File: src/rtl/pooling_output_serializer.sv
// Serializes LANES-wide pooled words into a DATA_WIDTH element stream and tags each frame's final element.
// Lane 0 appears one cycle after the word is accepted. A 2-entry ping-pong buffer absorbs out_ready stalls, and in_ready drops only when both entries are full.
module pooling_output_serializer #(
    parameter int DATA_WIDTH  = 32,
    parameter int LANES       = 3,
    parameter int FRAME_WORDS = 4,
    localparam int LANE_W     = (LANES > 1) ? $clog2(LANES) : 1,
    localparam int CNT_W      = (FRAME_WORDS > 1) ? $clog2(FRAME_WORDS) : 1
) (
    input  logic                        clk,
    input  logic                        rst,
    input  logic                        clr,
    input  logic                        in_valid,
    output logic                        in_ready,
    input  logic [LANES*DATA_WIDTH-1:0] in_data,
    output logic                        out_valid,
    input  logic                        out_ready,
    output logic [DATA_WIDTH-1:0]       out_data,
    output logic [LANE_W-1:0]           out_lane,
    output logic                        out_last
);

    logic [LANES*DATA_WIDTH-1:0] buf_q [2];
    logic [1:0]                  full_q, full_d;
    logic                        wr_ptr_q, wr_ptr_d;
    logic                        rd_ptr_q, rd_ptr_d;
    logic [LANE_W-1:0]           lane_q, lane_d;
    logic [CNT_W-1:0]            word_q, word_d;
    logic                        out_valid_q, out_valid_d;
    logic [DATA_WIDTH-1:0]       out_data_q, out_data_d;
    logic [LANE_W-1:0]           out_lane_q, out_lane_d;
    logic                        out_last_q, out_last_d;

    logic                        accept;
    logic                        load;
    logic                        last_lane;
    logic                        last_word;
    logic [LANES*DATA_WIDTH-1:0] rd_word;
    logic [DATA_WIDTH-1:0]       lane_dat;

    assign in_ready  = !(full_q[0] && full_q[1]);
    assign out_valid = out_valid_q;
    assign out_data  = out_data_q;
    assign out_lane  = out_lane_q;
    assign out_last  = out_last_q;

    always_comb begin
        accept    = in_valid && in_ready && !clr;
        load      = (!out_valid_q || out_ready) && full_q[rd_ptr_q];
        last_lane = (lane_q == LANE_W'(LANES - 1));
        last_word = (word_q == CNT_W'(FRAME_WORDS - 1));
        rd_word   = buf_q[rd_ptr_q];
        // Lane 0 sits in the most-significant slice of the word.
        lane_dat  = rd_word[(LANES - 1 - int'(lane_q)) * DATA_WIDTH +: DATA_WIDTH];

        full_d      = full_q;
        wr_ptr_d    = wr_ptr_q;
        rd_ptr_d    = rd_ptr_q;
        lane_d      = lane_q;
        word_d      = word_q;
        out_valid_d = out_valid_q;
        out_data_d  = out_data_q;
        out_lane_d  = out_lane_q;
        out_last_d  = out_last_q;

        if (accept) begin
            full_d[wr_ptr_q] = 1'b1;
            wr_ptr_d         = ~wr_ptr_q;
        end

        if (load) begin
            out_valid_d = 1'b1;
            out_data_d  = lane_dat;
            out_lane_d  = lane_q;
            out_last_d  = last_lane && last_word;
            if (last_lane) begin
                full_d[rd_ptr_q] = 1'b0;
                rd_ptr_d         = ~rd_ptr_q;
                lane_d           = '0;
                word_d           = last_word ? '0 : word_q + 1'b1;
            end else begin
                lane_d = lane_q + 1'b1;
            end
        end else if (out_valid_q && out_ready) begin
            out_valid_d = 1'b0;
        end

        if (clr) begin
            full_d      = '0;
            wr_ptr_d    = 1'b0;
            rd_ptr_d    = 1'b0;
            lane_d      = '0;
            word_d      = '0;
            out_valid_d = 1'b0;
            out_data_d  = '0;
            out_lane_d  = '0;
            out_last_d  = 1'b0;
        end
    end

    always_ff @(posedge clk or posedge rst) begin
        if (rst) begin
            full_q      <= '0;
            wr_ptr_q    <= 1'b0;
            rd_ptr_q    <= 1'b0;
            lane_q      <= '0;
            word_q      <= '0;
            out_valid_q <= 1'b0;
            out_data_q  <= '0;
            out_lane_q  <= '0;
            out_last_q  <= 1'b0;
        end else begin
            full_q      <= full_d;
            wr_ptr_q    <= wr_ptr_d;
            rd_ptr_q    <= rd_ptr_d;
            lane_q      <= lane_d;
            word_q      <= word_d;
            out_valid_q <= out_valid_d;
            out_data_q  <= out_data_d;
            out_lane_q  <= out_lane_d;
            out_last_q  <= out_last_d;
        end
    end

    always_ff @(posedge clk or posedge rst) begin
        if (rst) begin
            buf_q[0] <= '0;
            buf_q[1] <= '0;
        end else if (accept) begin
            buf_q[wr_ptr_q] <= in_data;
        end
    end

endmodule

File: config.mk
export PLATFORM = sky130hd
export DESIGN_NAME = pooling_output_serializer
export DESIGN_NICKNAME = d
export VERILOG_FILES = /design/src/rtl/pooling_output_serializer.sv
export SDC_FILE = /design/constraint.sdc
export NUM_CORES = 1
export LEC_CHECK = 0
export ABC_AREA = 0
export BUFFER_PORTS_ARGS = -buffer_cell sky130_fd_sc_hd__buf_2
export CAP_MARGIN = 20
export CORE_MARGIN = 4
export CORE_UTILIZATION = 45
export CTS_BUF_LIST = sky130_fd_sc_hd__clkbuf_8
export DETAILED_ROUTE_END_ITERATION = 10
export GPL_ROUTABILITY_DRIVEN = 0
export GPL_TIMING_DRIVEN = 0
export SYNTH_ARGS = -nofsm -noshare
export SYNTH_HDL_FRONTEND = slang
export SYNTH_SLANG_ARGS = --single-unit
File: constraint.sdc
create_clock -name clk -period 13.1 [get_ports clk]
set_input_delay 1.31 -clock clk [delete_from_list [all_inputs] [get_ports clk]]
set_output_delay 1.31 -clock clk [all_outputs]
set_load 0.05 [all_outputs]
# Word level (Yosys, flattened, before mapping)
# Cells that the tools add are included.
# W data, S select, Z words.
[totals]
ff_bits = 236
input_bits = 101
output_inout_bits = 37
[classes]
add_sub_neg = 3
n_lt_le_gt_ge = 7
n_eq_ne = 2
n_shift = 1
muxes = 37
bitwise_logic = 7
n_reduce_logical = 18
[ops]
columns = ["operator", "count"]
rows = [
  ["$mux W96", 4],
  ["$bwmux W192", 1],
  ["$demux W96 S1", 1],
  ["$shiftx A96 B8 Y32", 1],
  ["$mux W32", 2],
  ["$mux W2", 13],
  ["$mux W1", 14],
  ["$logic_and A1 B1 Y1", 9],
  ["$reduce_bool A2 Y1", 3],
  ["$add A2 B1 Y2 const B", 2],
  ["$eq A2 B2 Y1 const B", 2],
  ["$ge A2 B2 Y1 const B", 2],
  ["$lt A1 B2 Y1 const B", 2],
  ["$not A1 Y2", 2],
  ["$logic_not A1 Y1", 3],
  ["$reduce_bool A3 Y1", 1],
  ["$sub A2 B2 Y3 const A", 1],
  ["$and A2 B2 Y2", 1],
  ["$demux W1 S1", 2],
  ["$ge A1 B1 Y1 const B", 2],
  ["$lt A2 B1 Y1 const B", 1],
  ["$not A1 Y1", 2],
  ["$not A2 Y2", 1],
  ["$or A2 B2 Y2", 1],
  ["2 further kinds", 2],
]

# Longest topological paths before layout
# Gate-level depths: netlist of run 1.
[depth]
depth_word = 10
ltp_mapped = 9
mapped_depth_nobuf = 5

# Worst setup path before layout of run 1
# Ideal clock, no wire load.
[synth_path]
path_type = "in2reg"
start = "input clr"
end = "register buf_q[43] (netlist name)"
setup_time_ps = 125
arrival_time_ps = 2490
path_slack_ps = 10485
path_stages = 6
path_buffers = 3
path_cell_list = "buf_2 clkinv_1 nand3_2 buf_2 buf_4 mux2_2"
[synth_via]
elab_chain_len = 2
[synth_lines]
columns = ["item", "line_no", "rtl"]
rows = [
  ["from (decl)", "12", "input logic clr,"],
  ["$logic_not A1 Y1", "48", "accept = in_valid && in_ready && !clr;"],
  ["$logic_and A1 B1 Y1", "48", ""],
  ["to (signal, indexed assignment)", "130", "buf_q[wr_ptr_q] <= in_data;"],
  ["to (decl)", "23", "logic [LANES*DATA_WIDTH-1:0] buf_q [2];"],
]
# No other way between the ends.
# A chain may end at the register's enable or synchronous reset.

# Worst setup path in the final report of run 1
[layout_path]
start = "register lane_q[0]"
end = "register out_data_q[3], in the netlist out_data[3]"
[layout_via]
elab_chain_len = 4
[layout_lines]
columns = ["item", "line_no", "rtl"]
rows = [
  ["from (decl)", "27", "logic [LANE_W-1:0] lane_q, lane_d;"],
  ["from (signal assigned)", "116", "lane_q <= lane_d;"],
  ["$sub A2 B2 Y3", "54", "lane_dat = rd_word[(LANES - 1 - int'(lane_q)) * DATA_WIDTH +: DATA_WIDTH];"],
  ["$shiftx A96 B8 Y32", "54", ""],
  ["$mux W32", "71", "if (load) begin"],
  ["$mux W32", "88", "if (clr) begin"],
  ["to (signal assigned)", "119", "out_data_q <= out_data_d;"],
  ["to (decl)", "30", "logic [DATA_WIDTH-1:0] out_data_q, out_data_d;"],
]
# No other way between the ends. The select of a mux whose other input is x is not followed.

==> results of run 1 <==
==> routing by layer <==
layer | global-route usage | share of wire
met2 | 0.3452 | 0.49
met5 | 0 | 0.00027
met4 | 0.06961 | 0.031
met1 | 0.2665 | 0.42
met3 | 0.04696 | 0.059
==> power by group <==
group          switching (mW)  internal [mW]
logic                   0.199          0.224
clock network           0.293          0.385
registers              0.0886          0.909
total                   0.580           1.52
==> sequential cells by signal, indices dropped and copies added (netlist names) <==
| register | flops |
|---|---|
| word_q | 2 |
| out_data | 32 |
| out_last | 1 |
| out_valid | 1 |
| full_q | 2 |
| wr_ptr_q | 1 |
| lane_q | 2 |
| buf_q | 192 |
| rd_ptr_q | 1 |
| out_lane | 2 |
==> cells by family after synthesis <==
logic type / share of synthesized area
multiplexers: 0.3133
buffers and inverters: 0.03028
AO/OA/AOI/OAI: 0.07086
XOR/XNOR: 0.0008381
AND/OR/NAND/NOR: 0.01377
adder cells (fa/ha/maj): 0.005985
flip-flops: 0.5650
==> worst paths after layout <==
kind,startpoint,endpoint,slack [ps],cells past startpoint
min in group asynchronous,rst,buf_q[29],870,2
max in group asynchronous,rst,buf_q[45],11120,3
worst min-delay path,buf_q[108],buf_q[108],480,1
worst max-delay path,lane_q[0],out_data[3],9900,9
worst max register to register,lane_q[0],out_data[3],9900,9
worst min register to register,buf_q[108],buf_q[108],480,1
==> metrics by stage <==
| stage | total power [mW] | cells | instance area (sq um) | worst slack, ps |
|---|---|---|---|---|
| 5_1_grt | 2.211 | 1221 | 12420 | 9680 |
| 4_1_cts | 2.127 | 1221 | 12420 | 9833 |
| 2_1_floorplan | 1.308 | 697 | 10450 | 5315 |
| 3_5_place_dp | 1.439 | 1147 | 11560 | 9825 |
| 6_report | 2.098 | 1221 | 12420 | 9900 |
| 3_3_place_gp | 1.404 | 1146 | 11520 | 3245 |
==> layout by cell type, fill, tap and decap left out, types with 3 or more instances in the layout <==
cell and n:
a21oi_1 39, a22oi_1 63, buf_2 164, buf_4 9
buf_6 3, clkbuf_1 14, clkbuf_8 57, clkinv_2 4
dfrtp_1 236, ha_1 5, inv_1 15, mux2_1 29
mux2_2 196, mux4_2 32, nand3_1 5, nor2_1 3
o21ai_0 5
==> final cells by class <==
| class | instances | share of cell area |
|---|---|---|
| clock inverters | 17 | 0.005844 |
| plain buffers | 55 | 0.02398 |
| clock buffers | 57 | 0.06318 |
| well taps | 313 | 0.03154 |
| multi-input cells | 401 | 0.3407 |
| inverters | 5 | 0.002116 |
| flip-flops and latches | 236 | 0.4756 |
| repair buffers | 137 | 0.05703 |
==> flow_summary_export.csv, run 1 <==
group,metric,value,unit
die,die_y,160.4,um
detailed_routing,ant_nets,0,
outcome,status,"finished, final reports clean",
clock_tree,path_clk_slew,70,ps
worst_setup_path,critical-path-top-delay-family,"buffers and inverters",
detailed_routing,routedWlPerCell,21.52,um
timing,tightest_slew,830.0,ps
synthesis,synth-seq-cells,236,
detailed_routing,drt_iter0_drc,355,
synthesis,yosysTopAreaCell,"dfrtp_1",
die,row_count,55,
timing,rsz0062_at_grt,"false",
timing,clock_skew,17.29,ps
placement,dpl.hpwl,18.38,mm
synthesis,syn_nets,803,
worst_setup_path,start_kind,"flop",
synthesis,yosys_warnings,0,
global_routing,grt_first_pass_wirelength,41.79,mm
synthesis,ys_async_sr_fraction,1.000,
synthesis,yosysUniqueCellTypes,36,
worst_setup_path,cp_max_fo,10,
timing,hold_viol,0,
die,initial_core_util,0.4589,
detailed_routing,totalWireLength,26.27,mm
worst_setup_path,cp_num_buf_inv,5,
cells_and_area,nFillCells,1930,
global_routing,track_usage,0.2061,
timing,relSlewSlack,0.4308,
die,coreArea,22780,sq um
synthesis,yosysTopAreaCellShare,0.5650,
die,boundaryPins,138,
worst_setup_path,slowest_stage,"clkbuf_1",
clock_tree,cts_buffers,41,
clock_tree,post-cts-setup-buffers,0,
worst_hold_path,min_path_type,"flop to flop",
cells_and_area,multiInputGateArea,4230,sq um
worst_setup_path,worstPathArrival,3660,ps
worst_setup_path,cp_slowest_stage_delay,560,ps
synthesis,synth-edff-count,0,
global_routing,antenna_found_initial,1,
power,leakagePower,5.522,nW
power,ir_worst_vdd,0.08528,mV
cells_and_area,diodes,0,
detailed_routing,vias,6763,
clock_tree,cts_sinks,236,
worst_setup_path,crit_path_end_kind,"flop",
cells_and_area,drive_gt1_frac,0.5209,
clock_tree,htreeDepth,2,
synthesis,netlist_top_cells_count,"dfrtp_1, mux2_2, a22oi_1",
timing,fin_hold_ws,480.3,ps
clock_tree,clk_path_buf_depth,3,
synthesis,synth_cells,697,
synthesis,synth_area_per_cell,15.00,sq um
timing,tns,0,ps
global_routing,grt_pass1_vias,7535,
clock_tree,insertion_delay,530,ps
worst_setup_path,crit_chain,"buf_4 -> buf_4 -> buf_4 -> inv_1 -> ha_1 -> nor3b_1 -> clkbuf_1 -> a22oi_1 -> a21oi_1",
cells_and_area,postLayoutCoreUtil,0.5451,
die,die_w,160.4,um
detailed_routing,first_pass_iters,5,
timing,setup_viol,0,
die,die-area,25730,sq um
global_routing,grt_max_degree,137,
clock_tree,post_cts_resize_count,0,
worst_setup_path,worst_path_most_repeated_cell,"buf_4",
cells_and_area,area_growth,18.79,%
detailed_routing,drc,0,
global_routing,grt_overflow_total,0,
detailed_routing,viasPerCell,5.539,
power,powerDensity,169.0,nW/um^2
clock_tree,cts_tree,"built",
flow_run,maxCapViolCount,0,
timing,maxSlewViolCount,0,
timing,fin_crit_sh,0.2442,
timing,maxClockFrequency,312.5,MHz
placement,io_buffers,136,
worst_setup_path,worstPathRequired,13560,ps
clock_tree,hold_buffers,0,
worst_setup_path,critPathKind,"flop to flop",
clock_tree,cts_root_buf,"clkbuf_8",
synthesis,synth_area,10450,sq um
cells_and_area,seq_area,5906,sq um
timing,fin_crit,3200,ps
synthesis,ys_seq_area_frac,0.5650,
synthesis,synth_flop_cell,"dfrtp_1",
synthesis,ys_top_cells_by_area,"dfrtp_1, mux2_2, mux4_2",
cells_and_area,nets,983,
synthesis,synth.most_common_cell,"dfrtp_1",
No activity file was read; power rests on OpenSTA's default activity.
==> run 2: changes to the inputs <==
Clock period 13.1 ns to 3 ns, I/O delays scaled along.
==> flow_summary_export.csv, run 2 (synthesis results as in run 1) <==
group,metric,value,unit
cells_and_area,final_cell_mix,"dfrtp_1, mux2_2, buf_2, a22oi_1, clkbuf_8",
clock_tree,path_clk_slew,60,ps
placement,dpl.hpwl,19.28,mm
die,boundaryPins,138,
timing,fin_hold_ws,26.02,ps
placement,dpl_cell_area,11650,sq um
global_routing,track_usage,0.2107,
cells_and_area,nets,1025,
worst_setup_path,start_kind,"flop",
cells_and_area,largest_reg_flops,192,
flow_run,maxCapViolCount,0,
timing,fin_crit,2790,ps
cells_and_area,final_common_cell,"dfrtp_1",
outcome,status,"finished, final reports clean",
timing,rsz0062_at_grt,"false",
worst_hold_path,min_path_type,"input pin to flop",
timing,setup_viol,0,
timing,maxSlewViolCount,0,
global_routing,grt_pass1_vias,7692,
detailed_routing,first_pass_iters,5,
clock_tree,cts_sinks,236,
die,die_w,160.4,um
detailed_routing,routedWlPerCell,21.56,um
worst_setup_path,crit_path_end_kind,"flop",
cells_and_area,fin_cells,1257,
placement,post-place-ws,-244.6,ps
global_routing,grt_first_pass_wirelength,42.59,mm
power,powerDensity,718.3,nW/um^2
detailed_routing,ant_nets,0,
clock_tree,post-cts-setup-buffers,0,
timing,clock_skew,14.11,ps
global_routing,antenna_found_initial,1,
detailed_routing,drt_iter0_drc,266,
clock_tree,clk_path_buf_depth,3,
die,row_count,55,
cells_and_area,top_register,"buf_q",
detailed_routing,viasPerCell,5.531,
placement,dp_cells,1152,
placement,io_buffers,136,
die,die-area,25730,sq um
clock_tree,htreeDepth,2,
die,die_y,160.4,um
power,leakagePower,5.709,nW
die,coreArea,22780,sq um
clock_tree,cts_root_buf,"clkbuf_8",
worst_setup_path,critPathKind,"flop to flop",
worst_setup_path,cp_max_fo,10,
timing,tns,0,ps
worst_setup_path,worstPathRequired,3430,ps
timing,fin_crit_sh,0.9300,
cells_and_area,area_growth,23.13,%
worst_setup_path,worstPathArrival,3220,ps
timing,finalWorstSetupSlack,210.0,ps
power,ir_worst_vdd,0.4255,mV
global_routing,grt_max_degree,41,
cells_and_area,drive_gt1_frac,0.5074,
cells_and_area,fin_area,12870,sq um
clock_tree,cts_tree,"built",
cells_and_area,nFillCells,1888,
timing,hold_viol,0,
global_routing,grt_overflow_total,0,
die,initial_core_util,0.4589,
timing,maxClockFrequency,358.4,MHz
timing,relSlewSlack,0.4691,
cells_and_area,diodes,0,
detailed_routing,vias,6953,
clock_tree,cts_buffers,41,
detailed_routing,totalWireLength,27.10,mm
clock_tree,insertion_delay,520,ps
detailed_routing,drc,0,
timing,tightest_slew,774.2,ps
run 2: cell types whose count changed in the layout (fill, tap and decap cells not counted), sizes merged:
cell	delta
inv	-3
dlygate4sd3	+37
bufinv	+2
clkbuf	-4
buf	+4
run 2: worst max-delay path, stage by stage (launching register included):
cell,delay (ps)
dfrtp_1,370
buf_4,250
buf_4,300
buf_4,260
inv_1,90
ha_1,350
nor3b_2,360
clkbuf_2,370
a22oi_1,150
a21oi_1,180
run 2: final cells by class:
cell class,count,area [sq um],area share
Buffer,55,304.0,0.02362
Sequential cell,236,5906,0.4589
Tap cell,313,391.6,0.03043
Multi-Input combinational cell,401,4242,0.3296
Clock buffer,52,715.7,0.05561
Timing Repair Buffer,179,1171,0.09100
Clock inverter,16,117.6,0.009139
Inverter,5,22.52,0.001750
run 2: report_power, final:
group	switching, mW	leakage, nW	internal [mW]	total (mW)
Combinational	0.888	2.38	1.02	1.91
Sequential	0.402	2.86	3.97	4.37
Clock	1.25	0.471	1.72	2.96
run 2: metal layers:
metal / track usage / vias to the layer above / share of wire / wire length, um
met5: 0 / - / 0.00044 / 12
met4: 0.05475 / 2 / 0.018 / 487
met3: 0.04003 / 47 / 0.046 / 1245
met2: 0.3555 / 193 / 0.50 / 13590
met1: 0.2825 / 3648 / 0.43 / 11760
li1: - / 3063 / - / -
run 2: worst paths after layout:
check | startpoint | endpoint | slack, ps | depth (start not counted)
worst max-delay path | lane_q[0] | out_data[7] | 210 | 9
worst min-delay path | in_data[40] | buf_q[136] | 30 | 2
worst max register to register | lane_q[0] | out_data[7] | 210 | 9
worst min register to register | buf_q[118] | buf_q[118] | 490 | 1
max in group asynchronous | rst | buf_q[15] | 1480 | 6
min in group asynchronous | rst | buf_q[1] | 400 | 3
run 2: repair_timing:
action	CTS	global route
endpoints found under the setup margin	30	31
resized for setup	2	6
endpoints found under the hold margin	69	0
pin swaps	0	0
hold buffers	37	0
run 2: through the flow:
| step | util | total power, mW |
|---|---|---|
| floorplan | - | 5.711 |
| global route | 0.5650 | 9.725 |
| global placement | 0.5061 | 6.130 |
| CTS | 0.5645 | 9.366 |
| detailed placement | 0.5114 | 6.316 |
| finish | 0.5650 | 9.245 |
==> run 3: changes to the inputs <==
Settings changed: ABC_AREA 0 to 1.
==> flow_summary_export.csv, run 3 <==
group,metric,value,unit
outcome,status,"finished, final reports clean",
synthesis,synth_cells,1421,
die,coreArea,23750,sq um
die,boundaryPins,138,
synthesis,ys_seq_area_frac,0.5368,
timing,relSlewSlack,0.6095,
cells_and_area,diodes,0,
clock_tree,cts_sinks,236,
worst_setup_path,worstPathRequired,3490,ps
synthesis,netlist_top_cells_count,"nand2_1, dfrtp_1, nand3_1",
timing,fin_crit,2817,ps
timing,maxClockFrequency,354.9,MHz
clock_tree,cts_root_buf,"clkbuf_8",
synthesis,synth_flop_cell,"dfrtp_1",
die,initial_core_util,0.4632,
synthesis,synth.most_common_cell,"nand2_1",
synthesis,syn_nets,1527,
power,powerDensity,688.5,nW/um^2
worst_setup_path,cp_max_fo,11,
global_routing,antenna_found_initial,0,
power,switchingPower,3.246,mW
worst_setup_path,crit_chain,"buf_2 -> clkinvlp_4 -> buf_2 -> ha_2 -> inv_1 -> clkbuf_1 -> a21oi_1 -> nand2_1 -> nand2_1",
worst_setup_path,cp_slowest_stage_delay,490,ps
global_routing,grt_first_pass_wirelength,54.60,mm
cells_and_area,nets,1794,
worst_setup_path,crit_path_end_kind,"flop",
power,ir_worst_vdd,0.4262,mV
detailed_routing,ant_nets,0,
cells_and_area,largest_reg_flops,192,
power,total_power,9.547,mW
die,die_y,164.4,um
timing,clock_skew,24.42,ps
timing,maxSlewViolCount,0,
timing,setup_viol,0,
global_routing,grt_max_degree,41,
worst_setup_path,critPathKind,"flop to flop",
cells_and_area,final_common_cell,"nand2_1",
timing,rsz0062_at_grt,"false",
timing,hold_viol,0,
detailed_routing,totalWireLength,34.48,mm
detailed_routing,routedWlPerCell,16.92,um
power,p_int,6.301,mW
cells_and_area,postLayoutCoreUtil,0.5838,
worst_setup_path,start_kind,"flop",
clock_tree,htreeDepth,2,
timing,fin_crit_sh,0.9391,
global_routing,grt_overflow_total,0,
placement,io_buffers,137,
synthesis,yosys_warnings,0,
global_routing,grt_pass1_vias,10200,
clock_tree,post-cts-setup-buffers,0,
power,switching_share,0.3400,
clock_tree,clk_path_buf_depth,3,
power,share_comb_of_total_power,0.247,
die,die-area,27010,sq um
synthesis,synth_area_per_cell,7.742,sq um
cells_and_area,final_cell_mix,"nand2_1, dfrtp_1, buf_2, nand3_1, inv_1",
die,die_w,164.4,um
worst_hold_path,min_path_type,"input pin to flop",
detailed_routing,drt_iter0_drc,697,
synthesis,yosysTopAreaCellShare,0.5368,
power,clockPowerShare,0.316,
cells_and_area,area_growth,26.03,%
power,pwr-share-seq,0.438,
placement,dpl.hpwl,24.34,mm
worst_setup_path,slowest_stage,"ha_2",
clock_tree,cts_tree,"built",
detailed_routing,first_pass_iters,5,
synthesis,yosysTopAreaCell,"dfrtp_1",
detailed_routing,viasPerCell,5.011,
synthesis,synth_area,11000,sq um
detailed_routing,drc,0,
die,row_count,56,
cells_and_area,drive_gt1_frac,0.1571,
synthesis,ys_top_cells_by_area,"dfrtp_1, nand2_1, nand3_1",
synthesis,yosysUniqueCellTypes,22,
detailed_routing,vias,10210,
clock_tree,insertion_delay,560,ps
synthesis,synth-edff-count,0,
timing,tightest_slew,585.7,ps
clock_tree,path_clk_slew,60,ps
global_routing,track_usage,0.2583,
synthesis,ys_async_sr_fraction,1.000,
cells_and_area,top_register,"buf_q",
synthesis,synth-seq-cells,236,
clock_tree,cts_buffers,43,
power,leakagePower,7.279,nW
flow_run,maxCapViolCount,0,
worst_setup_path,worstPathArrival,3310,ps
[run 3: cell types whose count changed in the layout (fill, tap and decap cells not counted), moves of 43 or more]
cell           change
nand2_1          +538
mux2_2           -196
nand3_1          +162
inv_1            +105
o21ai_0           +86
nor2_1            +64
a22oi_1           -63
a21oi_1           +56
dlygate4sd3_1     +43
[run 3: critical path, delay by kind of cell, from the launching register on]
kind | cells | cell delay, ps
AOI/OAI and AO/OA | 1 | 390
adders and majority gates | 1 | 490
buffers and inverters | 5 | 1280
DFF | 1 | 370
and+or+nand+nor | 2 | 210
[run 3: final cells by class]
cell class	instances	area, sq um
buffer	92	454.2
clock buffer	52	715.7
clock inverter	24	132.6
fill	2271	9887
inverter	108	415.4
multi-input combinational	984	4237
sequential	236	5906
tap	319	399.1
timing repair buffer	223	1607
[run 3: kinds of logic after synthesis]
group / count (synthesis) / share of synthesized area
AOI/OAI and AO/OA: 198 / 0.09007
and+or+nand+nor: 781 / 0.2888
buffers and inverters: 201 / 0.07870
DFF: 236 / 0.5368
adders and majority gates: 5 / 0.005686
[run 3: worst paths after layout]
kind                                  start           end  slack [ps]  cells after the start
worst max-delay path              lane_q[0]  out_data[21]         180                      9
worst min-delay path            in_data[51]     buf_q[51]          20                      3
worst max register to register    lane_q[0]  out_data[21]         180                      9
worst min register to register   buf_q[115]    buf_q[115]         470                      2
max in group asynchronous               rst     buf_q[38]        1780                      5
min in group asynchronous               rst  out_data[31]         360                      3
[run 3: what timing repair did]
| item | 4_1_cts | 5_1_grt |
|---|---|---|
| hold buffers | 80 | 0 |
| endpoints found under the setup margin | 11 | 19 |
| pin swaps | 0 | 0 |
| endpoints found under the hold margin | 124 | 0 |
| resized for setup | 0 | 3 |
[run 3: metrics by stage]
step / hold slack (ps) / worst slack (ps) / cell area [sq um] / setup TNS, ps / cells
floorplan: 416.8 / -391.9 / 11010 / -92480 / 1421
global placement: 454.7 / -1987 / 12090 / -465940 / 1877
detailed placement: 381.5 / -169.6 / 12210 / -1216 / 1883
CTS: 0.4439 / 14.93 / 13860 / 0 / 2038
global route: 22.09 / 77.17 / 13870 / 0 / 2038
finish: 23.26 / 182.7 / 13870 / 0 / 2038
[run 3: routing by layer]
layer | track usage | vias up | share of wire
met3 | 0.03262 | 54 | 0.059
met2 | 0.4077 | 313 | 0.46
li1 | - | 5025 | -
met4 | 0.07434 | 0 | 0.022
met1 | 0.3758 | 4820 | 0.46
met5 | 0 | - | 0
[run 3: power by group through the flow]
stage / Combinational [mW] / Clock (mW) / Sequential (mW)
after floorplan: 1.30 / 0 / 4.46
after global placement: 2.21 / 0 / 4.22
after detailed placement: 2.27 / 0 / 4.23
after CTS: 2.35 / 3.07 / 4.18
after global routing: 2.65 / 3.20 / 4.25
final: 2.35 / 3.01 / 4.18
